[src/rtl/hex_display_arbiter.sv]
// Two-requester arbiter for a four-digit hex display bank with minimum hold time.
// Optional leading-zero blanking is enabled by defining HEX_ZERO_BLANK_EN.
module hex_display_arbiter #(
  parameter int unsigned HOLD_CYCLES = 8
) (
  input  logic        clk,
  input  logic        reset,
  input  logic        req_a,
  input  logic [15:0] data_a,
  input  logic        req_b,
  input  logic [15:0] data_b,
  output logic        gnt_a,
  output logic        gnt_b,
  output logic [15:0] hex_data,
  output logic [3:0]  hex_blank
);

  typedef enum logic [1:0] {
    IDLE  = 2'd0,
    OWN_A = 2'd1,
    OWN_B = 2'd2
  } state_t;

  localparam logic [7:0] HOLD_LOAD = 8'(HOLD_CYCLES - 1);

`ifdef HEX_ZERO_BLANK_EN
  // Blank leading zero digits 3..1; digit 0 always stays lit.
  function automatic logic [3:0] zero_blank(input logic [15:0] d);
    logic [3:0] b;
    b = 4'b0000;
    if (d[15:12] == 4'h0) begin
      b[3] = 1'b1;
      if (d[11:8] == 4'h0) begin
        b[2] = 1'b1;
        if (d[7:4] == 4'h0) begin
          b[1] = 1'b1;
        end else begin
          b[1] = 1'b0;
        end
      end else begin
        b[2] = 1'b0;
      end
    end else begin
      b[3] = 1'b0;
    end
    return b;
  endfunction
`endif

  state_t      state_q, state_d;
  logic [7:0]  cnt_q, cnt_d;
  logic        ptr_q, ptr_d;   // 1 = B favoured on next contention
  logic [15:0] data_q, data_d;
  logic        gnt_a_q, gnt_a_d;
  logic        gnt_b_q, gnt_b_d;
  logic [3:0]  blank_q, blank_d;
  logic        grant_a_s, grant_b_s;

  // Next-state, hold counter, round-robin pointer and registered output values.
  always_comb begin
    state_d   = state_q;
    cnt_d     = cnt_q;
    ptr_d     = ptr_q;
    data_d    = data_q;
    grant_a_s = 1'b0;
    grant_b_s = 1'b0;
    gnt_a_d   = 1'b0;
    gnt_b_d   = 1'b0;
    blank_d   = 4'b1111;

    case (state_q)
      IDLE: begin
        if (req_a && (!req_b || !ptr_q)) begin
          grant_a_s = 1'b1;
        end else if (req_b) begin
          grant_b_s = 1'b1;
        end else begin
          state_d = IDLE;
        end
      end
      OWN_A: begin
        if (cnt_q != 8'd0) begin
          cnt_d  = cnt_q - 8'd1;
          data_d = req_a ? data_a : data_q;
        end else if (req_b) begin
          grant_b_s = 1'b1;
        end else if (req_a) begin
          data_d = data_a;
        end else begin
          state_d = IDLE;
        end
      end
      OWN_B: begin
        if (cnt_q != 8'd0) begin
          cnt_d  = cnt_q - 8'd1;
          data_d = req_b ? data_b : data_q;
        end else if (req_a) begin
          grant_a_s = 1'b1;
        end else if (req_b) begin
          data_d = data_b;
        end else begin
          state_d = IDLE;
        end
      end
      default: begin
        state_d = IDLE;
        cnt_d   = 8'd0;
      end
    endcase

    // Every grant, fresh or handover, reloads the hold and flips priority.
    if (grant_a_s) begin
      state_d = OWN_A;
      cnt_d   = HOLD_LOAD;
      ptr_d   = 1'b1;
      data_d  = data_a;
    end else if (grant_b_s) begin
      state_d = OWN_B;
      cnt_d   = HOLD_LOAD;
      ptr_d   = 1'b0;
      data_d  = data_b;
    end else begin
      ptr_d = ptr_q;
    end

    gnt_a_d = (state_d == OWN_A);
    gnt_b_d = (state_d == OWN_B);
    if (state_d == IDLE) begin
      blank_d = 4'b1111;
    end else begin
`ifdef HEX_ZERO_BLANK_EN
      blank_d = zero_blank(data_d);
`else
      blank_d = 4'b0000;
`endif
    end
  end

  // State and output registers with synchronous reset.
  always_ff @(posedge clk) begin
    if (reset) begin
      state_q <= IDLE;
      cnt_q   <= 8'd0;
      ptr_q   <= 1'b0;
      data_q  <= 16'h0000;
      gnt_a_q <= 1'b0;
      gnt_b_q <= 1'b0;
      blank_q <= 4'b1111;
    end else begin
      state_q <= state_d;
      cnt_q   <= cnt_d;
      ptr_q   <= ptr_d;
      data_q  <= data_d;
      gnt_a_q <= gnt_a_d;
      gnt_b_q <= gnt_b_d;
      blank_q <= blank_d;
    end
  end

  assign gnt_a     = gnt_a_q;
  assign gnt_b     = gnt_b_q;
  assign hex_data  = data_q;
  assign hex_blank = blank_q;

endmodule

[config.mk]
export PLATFORM = sky130hd
export DESIGN_NAME = hex_display_arbiter
export DESIGN_NICKNAME = d
export VERILOG_FILES = /design/src/rtl/hex_display_arbiter.sv
export SDC_FILE = /design/constraint.sdc
export NUM_CORES = 1
export LEC_CHECK = 0
export ABC_CLOCK_PERIOD_IN_PS = 6900
export CAP_MARGIN = 0
export CORE_MARGIN = 5
export CORE_UTILIZATION = 48
export DETAILED_ROUTE_END_ITERATION = 6
export PLACE_DENSITY = 0.84
export RECOVER_POWER = 50
export REMOVE_ABC_BUFFERS = 1
export SLEW_MARGIN = 10
export SYNTH_ARGS = -nofsm -noshare
export SYNTH_HDL_FRONTEND = slang
export SYNTH_SLANG_ARGS = --single-unit
[constraint.sdc]
create_clock -name clk -period 6.9 [get_ports clk]
set_input_delay 1.38 -clock clk [delete_from_list [all_inputs] [get_ports clk]]
set_output_delay 1.38 -clock clk [all_outputs]
set_load 0.05 [all_outputs]
Yosys cells after proc, flatten, opt, wreduce, memory -nomap -nowiden:

Index checks and enable logic that the tools add are counted.

* register bits: 33
* output and inout bits: 22
* word-level logic and storage cells: 67
* input bits: 36

* bitwise operators: 1
* mux-type cells: 34
* add/subtract/negate cells: 1
* equality and inequality tests: 9
* reduce and logical (&&, ||, !) cells: 14

Operator list (number)
* two-way mux 16 bit: 8
* one-hot mux 16 bit (2 select lines): 1
* two-way mux 2 bit: 9
* one-hot mux 8 bit (2 select lines): 1
* inequality test 5 bit, second input constant: 2
* two-way mux 1 bit: 8
* two-way mux 8 bit: 1
* nonzero test 8 bit: 1
* subtractor 8 x 1 -> 8 bit, second input constant: 1
* two-way mux 3 bit: 2
* one-hot mux 2 bit (3 select lines): 1
* == test 2 x 1 -> 1 bit, second input constant: 2
* == test 2 bit, second input constant: 2
* zero test 2 bit: 2
* two-way mux 4 bit: 1
* inequality test 4 x 1 -> 1 bit, second input constant: 1
* one-hot mux 1 bit (2 select lines): 2
* AND reduction 2 bit: 2
* nonzero test 4 bit: 1
* inequality test 3 bit, second input constant: 1
* AND reduction 3 bit: 1
* OR reduction 3 bit: 1
* zero test 1 bit: 2
* inequality test 2 x 1 -> 1 bit, second input constant: 1
* other kinds (5): 5

Depth between registers and ports, before layout:

Gate-level depths: netlist of the first run.

* word-level depth: 9
* depth in mapped cells: 10

Least setup slack after synthesis of the first run:

OpenSTA, ideal clock, no wires.

* path type: input port to flip-flop
* from: input port req_a
* to: register data_q[11], in the netlist hex_data[11]
* stages on the path: 7
* buffers on the path: 2
* path slack: 4.086 ns
* required time: 6.820 ns
* arrival: 2.734 ns
* library setup time: 0.080 ns
* cell sequence: inv_1 -> o211ai_1 -> nand4_1 -> and2_1 -> buf_2 -> buf_4 -> a211oi_2

* longest elaborated chain between the ends: 6

Ends and longest elaborated chain
* start: declaration: RTL line 8 `input logic req_a,`
* two-way mux 16 bit (3 in a row)
* one-hot mux 16 bit (2 select lines)
* two-way mux 16 bit: RTL line 117 `end else if (grant_b_s) begin`
* two-way mux 16 bit: RTL line 112 `if (grant_a_s) begin`
* end signal: assignment: RTL line 153 `data_q <= data_d;`
* end: declaration: RTL line 53 `logic [15:0] data_q, data_d;`

Several ways; a longest one is shown, not always the timed one. The select of a mux whose other input is x is not followed.
A chain may end at the register's enable or synchronous reset.

Worst setup path after layout of the first run:

* from: input port req_a
* to: register data_q[3], in the netlist hex_data[3]

Same word-level chain as after synthesis.

==> results of run 1 <==
## worst max-delay path by stage
| stage | endpoint | slack, ns |
|---|---|---|
| finish | hex_data[3]$_SDFFE_PP0P_ | 3.08 |
| detailed placement | hex_data[3]$_SDFFE_PP0P_ | 2.86 |
| global route | hex_data[2]$_SDFFE_PP0P_ | 2.80 |
| global placement | hex_data[0]$_SDFFE_PP0P_ | 2.92 |
| floorplan | hex_data[0]$_SDFFE_PP0P_ | 3.84 |
| CTS | hex_data[3]$_SDFFE_PP0P_ | 3.16 |
## power by group through the flow
stage               Sequential [mW]  Combinational, mW  Clock (mW)
global placement              0.228              0.337           0
global route                  0.228              0.353       0.119
finish                        0.223              0.331       0.106
floorplan                     0.319              0.142           0
CTS                           0.225              0.343       0.110
detailed placement            0.228              0.342           0
## sequential cells by signal, indices dropped and copies added, names as in the netlist
| register | count |
|---|---|
| cnt_q | 8 |
| gnt_a | 1 |
| gnt_b | 1 |
| hex_blank | 1 |
| hex_data | 16 |
| ptr_q | 1 |
| state_q | 2 |
## final cells by class
cell class / instances / share of cell area [%]
multi-input combinational: 122 / 41.9
tap: 46 / 2.52
timing repair buffer: 58 / 25.3
clock buffer: 7 / 2.41
sequential: 30 / 26.3
clock inverter: 1 / 0.219
inverter: 8 / 1.32
## per-layer routing
layer / vias to the layer above / track usage (%)
met2: 28 / 30.5
met3: 5 / 4.65
met5: - / 0
li1: 741 / -
met1: 678 / 18.9
met4: 0 / 3.90
## critical path, cell delays in order
cell and delay (ns):
dlygate4sd3_1 0.61, inv_1 0.08, o211ai_1 0.39, nand4_1 0.63
and2_1 0.67, a211oi_1 0.30
## cell usage in the layout, fill, tap and decap left out, types with 2 or more instances in the layout
cell and count:
dfxtp_1 30, a21oi_1 21, a211oi_1 7, a211oi_2 10, clkdlybuf4s50_1 36, mux2i_1 16
nor3_1 3, nand3_1 2, nor2_1 12, and2_1 3, dlygate4sd3_1 21, o21ai_0 3
nand2_1 7, inv_1 8, a31oi_1 3, xnor2_1 2, ha_1 7, xor2_1 3
clkbuf_4 5
## metrics by stage
stage | hold WS (ns) | setup WS [ns]
2_1_floorplan | 0.441 | 3.84
3_3_place_gp | 0.478 | 2.92
3_5_place_dp | 0.476 | 2.86
4_1_cts | 0.490 | 3.16
5_1_grt | 0.519 | 2.80
6_report | 0.498 | 3.08
## logic make-up (layout without fill, tap and decap cells)
| family | after synthesis | after routing | share of synthesized area [%] |
|---|---|---|---|
| AOI/OAI and AO/OA | 56 | 56 | 26.6 |
| xor gates and xnor gates | 5 | 5 | 2.62 |
| adders and majority gates | 7 | 7 | 5.24 |
| buffers and inverters | 20 | 74 | 6.51 |
| DFF | 30 | 30 | 35.9 |
| muxes | 16 | 16 | 9.57 |
| and+or+nand+nor | 38 | 38 | 13.5 |
==> results.toml, run 1 <==
[final_layout]
n_fill_cell = 304
multi_input_area_um2 = 956
final_util_pct = 67.9
register_area_um2 = 601
area_growth_pct = 36.4
layout.nets = 268
design_area_mm2 = 0.00228
antenna_cells = 0
fin_cells = 272
layout-drive-gt1-share_pct = 11.1

[clock_tree]
hold_buffers = 0
cts_sinks = 30
post-cts-setup-buffer-count = 0
cts_buffer_depth = 2
cts_resized = 0
cts_root_buf = "clkbuf_4"
clk_latency_ns = 0.31
tritoncts = "done"
cts.htree.levels = 2
clk_pin_slew_ns = 0.09
numCtsBuffers = 5

[sta]
fin_crit_sh_pct = 55.4
tightest_slew_ns = 0.755
min_period_ns = 3.82
relSlewSlack_pct = 49.6
hold_violations = 0
finalSetupTns_ns = 0
rsz0062_at_grt = "false"
clock_skew_ns = 0.00832
slew_viol_final = 0
finalSetupViolations = 0
fmax_ghz = 0.262

[grt]
antenna_found_initial = 0
globalRoute.totalOverflow = 0
grt_pass1_wl_mm = 6.61
grt_max_degree = 26
grt_pass1_vias = 1383
grtUsageTotal_pct = 16.6

[synthesis]
yosys_most_used_dff = "dfxtp_1"
synth_area_leader_cell = "dfxtp_1"
synth_top_area_share_pct = 35.9
synthArstFlopShare_pct = 0
yosysWarnings = 0
synth.avg_cell_area_um2 = 9.73
ys_seq_elements = 30
synth_area_mm2 = 0.00167
ys_types = 43
synth_edf_count = 0
synth_common_cells = "30 x dfxtp_1, 21 x a21oi_1, 16 x mux2i_1, 12 x nor2_1, 10 x a211oi_2"
netlist_top_cells_area = "dfxtp_1 36%, mux2i_1 9.6%, a211oi_2 7.5%"
ys_seq_area_share_pct = 35.9
synth_most_common_cell = "dfxtp_1"
syn_inst = 172

[power_and_ir_drop]
power.total_uw = 660
leakagePower_nw = 0.847
power.density_mw_per_mm2 = 289
power_switching_uw = 288
p_int_uw = 372
clockPowerShare_pct = 16.0
ir_drop_mv = 0.174
seqPwrFrac_pct = 33.8
swShare_pct = 43.6
combPwrFrac_pct = 50.1

[critical_path]
path_max_fanout = 17
r2r_end = "hex_data[3]$_SDFFE_PP0P_"
crit_path_end_kind = "register"
reg2regPathDepth = 7
ff2ff_setup_slack_ns = 3.92
path_class = "input port to register"
critPathRequiredTime_ns = 7.14
crit_start = "req_a"
rr_startpoint = "state_q[0]$_SDFF_PP0_"
arrival_ns = 4.06
start_kind = "input port"

[die]
io_pins = 58
die_h_um = 69.0
core_area_mm2 = 0.00336
die-area_mm2 = 0.00477
rows = 21
start_util_pct = 49.7
fp.dieW_um = 69.0

[placement]
placed_area_mm2 = 0.00223
hpwl_mm = 3.08
portBuffers = 57
globalplace.congestion = 0.863
dp_cells = 264

[detailed_routing]
via_per_inst = 5.34
drtIter0Drc = 82
antenna_left = 0
drc = 0
drt-total-wl_mm = 4.00
vias = 1452
dr_wl_met3_um = 168
drt_pass1_iterations = 4
wl_met1_mm = 1.64
wl_met2_mm = 2.16
drt-wirelength-per-cell_um = 14.7
top_layer = "met4"

[status]
status = "complete, no violations"

[hold_path]
min_to = "ptr_q$_SDFFE_PP0P_"
hp-start = "ptr_q$_SDFFE_PP0P_"
hold_class = "register to register"
hold_depth = 2

[flow_run]
max-cap-violations = 0
(Power assumes the default switching activity.)
==> run 2, diff against run 1 <==
- ABC_CLOCK_PERIOD_IN_PS: 6900 -> 3900
- CORE_UTILIZATION: 48 -> 45
- PLACE_DENSITY: 0.84 -> 0.8
- clock period: 6.9 -> 3.9 ns (I/O delays scaled with it)
==> run 2 against run 1 <==
- first-iteration DRC count rose by 12%
- via count is 3.2% higher
- power up 89%
- die area increased by 5.7%
- register-to-register slack got worse by 2.6 ns
- count of clock-buffer cells in the layout unchanged
- sequential cell count unchanged
- cell count up 1.8%
- cell area up 2.5%
- sequential share of layout area down 0.63 points
- critical endpoint is now hex_data[1]$_SDFFE_PP0P_
==> results.toml, run 2 (synthesis gave the netlist of run 1 again) <==
[status]
status = "complete, no violations"

[sta]
fmax_ghz = 0.356
slew_viol_final = 0
min_period_ns = 2.81
hold_violations = 0
relSlewSlack_pct = 48.9
finalSetupViolations = 0
tightest_slew_ns = 0.767
fin_ws_ns = 1.09
finalSetupTns_ns = 0
rsz0062_at_grt = "false"
fin_crit_sh_pct = 72.0
clock_skew_ns = 0.00675

[placement]
pre_cts_slack_ns = 0.868
portBuffers = 57
placed_area_mm2 = 0.00225
hpwl_mm = 3.09
globalplace.congestion = 0.858

[detailed_routing]
via_per_inst = 5.41
vias = 1499
drc = 0
drt_pass1_iterations = 6
drtIter0Drc = 92
drt-total-wl_mm = 4.24
drt-wirelength-per-cell_um = 15.3
antenna_left = 0

[critical_path]
crit_start = "req_a"
ff2ff_setup_slack_ns = 1.31
path_max_fanout = 16
crit_path_end_kind = "register"
rr_startpoint = "state_q[0]$_SDFF_PP0_"
arrival_ns = 3.00
reg2regPathDepth = 7
path_class = "input port to register"
r2r_end = "hex_data[1]$_SDFFE_PP0P_"
critPathRequiredTime_ns = 4.09
start_kind = "input port"

[clock_tree]
cts_resized = 0
numCtsBuffers = 5
cts_sinks = 30
clk_latency_ns = 0.28
post-cts-setup-buffer-count = 0
cts.htree.levels = 2
clk_pin_slew_ns = 0.07
cts_root_buf = "clkbuf_8"
cts_buffer_depth = 2
hold_buffers = 0
tritoncts = "done"

[hold_path]
hold_depth = 2
hp-start = "ptr_q$_SDFFE_PP0P_"
min_to = "ptr_q$_SDFFE_PP0P_"
hold_class = "register to register"

[die]
die_h_um = 71.0
start_util_pct = 46.0
die-area_mm2 = 0.00504
io_pins = 58
fp.dieW_um = 71.0
core_area_mm2 = 0.00363
rows = 22

[power_and_ir_drop]
power.density_mw_per_mm2 = 534
ir_drop_mv = 0.255
leakagePower_nw = 0.876

[grt]
globalRoute.totalOverflow = 0
grt_pass1_vias = 1462
grtUsageTotal_pct = 17.2
grt_pass1_wl_mm = 6.98
antenna_found_initial = 0
grt_max_degree = 26

[final_layout]
layout.nets = 271
design_area_mm2 = 0.00234
area_growth_pct = 39.8
largest_register_ffs = 16
mostFrequentLayoutCell = "clkdlybuf4s50_1"
layout-drive-gt1-share_pct = 12.2
antenna_cells = 0
mostFrequentLayoutCells = "35 x clkdlybuf4s50_1, 30 x dfxtp_1, 22 x dlygate4sd3_1"
n_fill_cell = 321

[flow_run]
max-cap-violations = 0
## run 2: cell count changes in the layout (fill, tap and decap cells not counted)
cell,previous run,this run
clkdlybuf4s50_1,36,35
buf_4,1,4
clkbuf_4,5,0
dlygate4sd3_1,21,22
clkbuf_8,1,6
## run 2: worst max path at each step
| stage | endpoint | slack, ns |
|---|---|---|
| detailed placement | hex_data[7]$_SDFFE_PP0P_ | 0.87 |
| finish | hex_data[1]$_SDFFE_PP0P_ | 1.09 |
| global route | hex_data[1]$_SDFFE_PP0P_ | 1.01 |
| global placement | hex_data[6]$_SDFFE_PP0P_ | 0.92 |
| CTS | hex_data[1]$_SDFFE_PP0P_ | 1.13 |
| floorplan | hex_data[0]$_SDFFE_PP0P_ | 1.44 |
## run 2: power by group
group | switching (mW) | internal, mW | total, mW
Sequential | 0.0345 | 0.361 | 0.395
Combinational | 0.379 | 0.220 | 0.599
Clock | 0.112 | 0.142 | 0.254
Total | 0.526 | 0.723 | 1.25
## run 2: per-stage QoR
step,utilization (%),total power [mW],hold WS (ns),std cells
floorplan,-,0.816,0.441,160
global placement,62.1,1.01,0.470,269
detailed placement,62.1,1.02,0.480,269
CTS,64.6,1.28,0.492,277
global route,64.4,1.32,0.498,277
finish,64.4,1.25,0.496,277
## run 2: routing by layer
| metal | vias up | track usage, % | share of wire (%) |
|---|---|---|---|
| li1 | 740 | - | - |
| met1 | 695 | 21.8 | 44 |
| met2 | 57 | 27.6 | 47 |
| met3 | 7 | 5.54 | 7.7 |
| met4 | 0 | 5.64 | 1.3 |
| met5 | - | 0 | 0 |
## run 2: critical path, stage by stage
cell and delay, ns:
dlygate4sd3_1 0.60, and2_1 0.18, a32o_1 0.33, a31oi_4 0.64, mux2i_1 0.19, a211oi_1 0.27
## run 2: layout make-up
class,count,area [um^2],share of cell area (%)
timing repair buffer,61,601,25.7
clock buffer,7,86.3,3.69
inverter,8,30.0,1.28
multi-input combinational,122,956,40.9
sequential,30,601,25.7
clock inverter,1,5.00,0.214
tap,48,60.1,2.57
==> run 3, diff against run 2 <==
- ABC_CLOCK_PERIOD_IN_PS: 3900 -> 2800
- clock period: 3.9 -> 2.8 ns (I/O delays scaled with it)
==> run 3 against run 2 <==
- sequential cell count unchanged
- sequential power increased by 39%
- via count decreased by 1.4%
- critical path depth increased by 1
- die area unchanged
- worst setup slack got worse by 0.75 ns
- wire length decreased by 5.2%
- clock power increased by 41%
- register-to-register slack got worse by 0.97 ns
- cell count unchanged
- clock skew decreased by 0.0021 ns
- largest power group unchanged
==> results.toml, run 3 (synthesis gave the netlist of run 1 again) <==
[grt]
grtUsageTotal_pct = 16.4
globalRoute.totalOverflow = 0
antenna_found_initial = 0
grt_pass1_wl_mm = 6.66
grt_max_degree = 24
grt_pass1_vias = 1423

[power_and_ir_drop]
seqPwrFrac_pct = 31.4
leakagePower_nw = 0.879
clockPowerShare_pct = 20.6
power_switching_uw = 737
combPwrFrac_pct = 48.1
p_int_mw = 1.01
power.density_mw_per_mm2 = 740
ir_drop_mv = 0.328
swShare_pct = 42.2

[sta]
relSlewSlack_pct = 49.1
fin_ws_ns = 0.345
hold_violations = 0
slew_viol_final = 0
fmax_ghz = 0.407
rsz0062_at_grt = "false"
finalSetupTns_ns = 0
finalSetupViolations = 0
clock_skew_ns = 0.00462
min_period_ns = 2.46
tightest_slew_ns = 0.763
fin_crit_sh_pct = 87.7

[placement]
portBuffers = 57
pre_cts_slack_ns = 0.171
hpwl_mm = 3.05
globalplace.congestion = 0.900
dp_cells = 269
placed_area_mm2 = 0.00227

[clock_tree]
numCtsBuffers = 5
tritoncts = "done"
cts_resized = 0
cts.htree.levels = 2
clk_pin_slew_ns = 0.06
cts_sinks = 30
clk_latency_ns = 0.28
cts_root_buf = "clkbuf_8"
cts_buffer_depth = 2
hold_buffers = 0
post-cts-setup-buffer-count = 0

[die]
die_h_um = 71.0
rows = 22
fp.dieW_um = 71.0
io_pins = 58
core_area_mm2 = 0.00363
die-area_mm2 = 0.00504
start_util_pct = 46.0

[status]
status = "complete, no violations"

[detailed_routing]
drc = 0
drtIter0Drc = 68
drt-total-wl_mm = 4.02
vias = 1478
drt_pass1_iterations = 4
via_per_inst = 5.34
antenna_left = 0
drt-wirelength-per-cell_um = 14.5

[critical_path]
critPathRequiredTime_ns = 2.93
arrival_ns = 2.58
crit_path_end_kind = "register"
start_kind = "register"
path_class = "register to register"
path_max_fanout = 16

[final_layout]
largest_register_ffs = 16
fin_cells = 277
design_area_mm2 = 0.00236
mostFrequentLayoutCell = "clkdlybuf4s50_1"
layout.nets = 271
mostFrequentLayoutCells = "35 x clkdlybuf4s50_1, 30 x dfxtp_1, 22 x dlygate4sd3_1"
antenna_cells = 0
area_growth_pct = 41.2
layout-drive-gt1-share_pct = 13.5

[flow_run]
max-cap-violations = 0

[hold_path]
hold_class = "register to register"
==> run 3: power by group through the flow <==
stage / Clock, mW / Combinational (mW) / Sequential [mW]
after floorplan: 0 / 0.350 / 0.786
after global placement: 0 / 0.853 / 0.558
after detailed placement: 0 / 0.864 / 0.559
after CTS: 0.371 / 0.867 / 0.550
after global routing: 0.392 / 0.896 / 0.559
final: 0.359 / 0.840 / 0.548
==> run 3: through the flow <==
stage / total power, mW / hold slack (ns) / util (%)
global placement: 1.41 / 0.478 / 62.4
floorplan: 1.14 / 0.441 / -
CTS: 1.79 / 0.493 / 65.0
global route: 1.85 / 0.527 / 65.0
finish: 1.75 / 0.504 / 65.0
detailed placement: 1.42 / 0.484 / 62.4
==> run 3: area by class of cell <==
cell class	count	area [um^2]
multi-input combinational	122	963
sequential	30	601
clock inverter	2	12.5
inverter	8	30.0
clock buffer	6	82.6
tap	48	60.1
fill	293	1270
timing repair buffer	61	613
==> run 3: path summary, 6_finish.rpt <==
kind                                       startpoint  cells past startpoint                        to  slack, ns
worst min register to register     ptr_q$_SDFFE_PP0P_                      2        ptr_q$_SDFFE_PP0P_       0.50
worst max register to register  cnt_q[0]$_SDFFE_PP0P_                      7  hex_data[1]$_SDFFE_PP0P_       0.34
worst min-delay path               ptr_q$_SDFFE_PP0P_                      2        ptr_q$_SDFFE_PP0P_       0.50
worst max-delay path            cnt_q[0]$_SDFFE_PP0P_                      7  hex_data[1]$_SDFFE_PP0P_       0.34
==> run 3: metal layers <==
metal	vias to the layer above	share of wire [%]	global-route usage (%)
met5	-	0	0
met4	0	1.3	4.59
met3	8	9.6	7.39
met2	60	44	26.1
met1	669	45	20.0
li1	741	-	-
==> run 3: critical path, stage by stage, from the launching register on <==
cell and delay (ns):
dfxtp_1 0.33, inv_1 0.08, ha_1 0.15, nor3b_2 0.51
a32oi_1 0.26, nand4_1 0.15, and2_1 0.64, a211oi_1 0.16
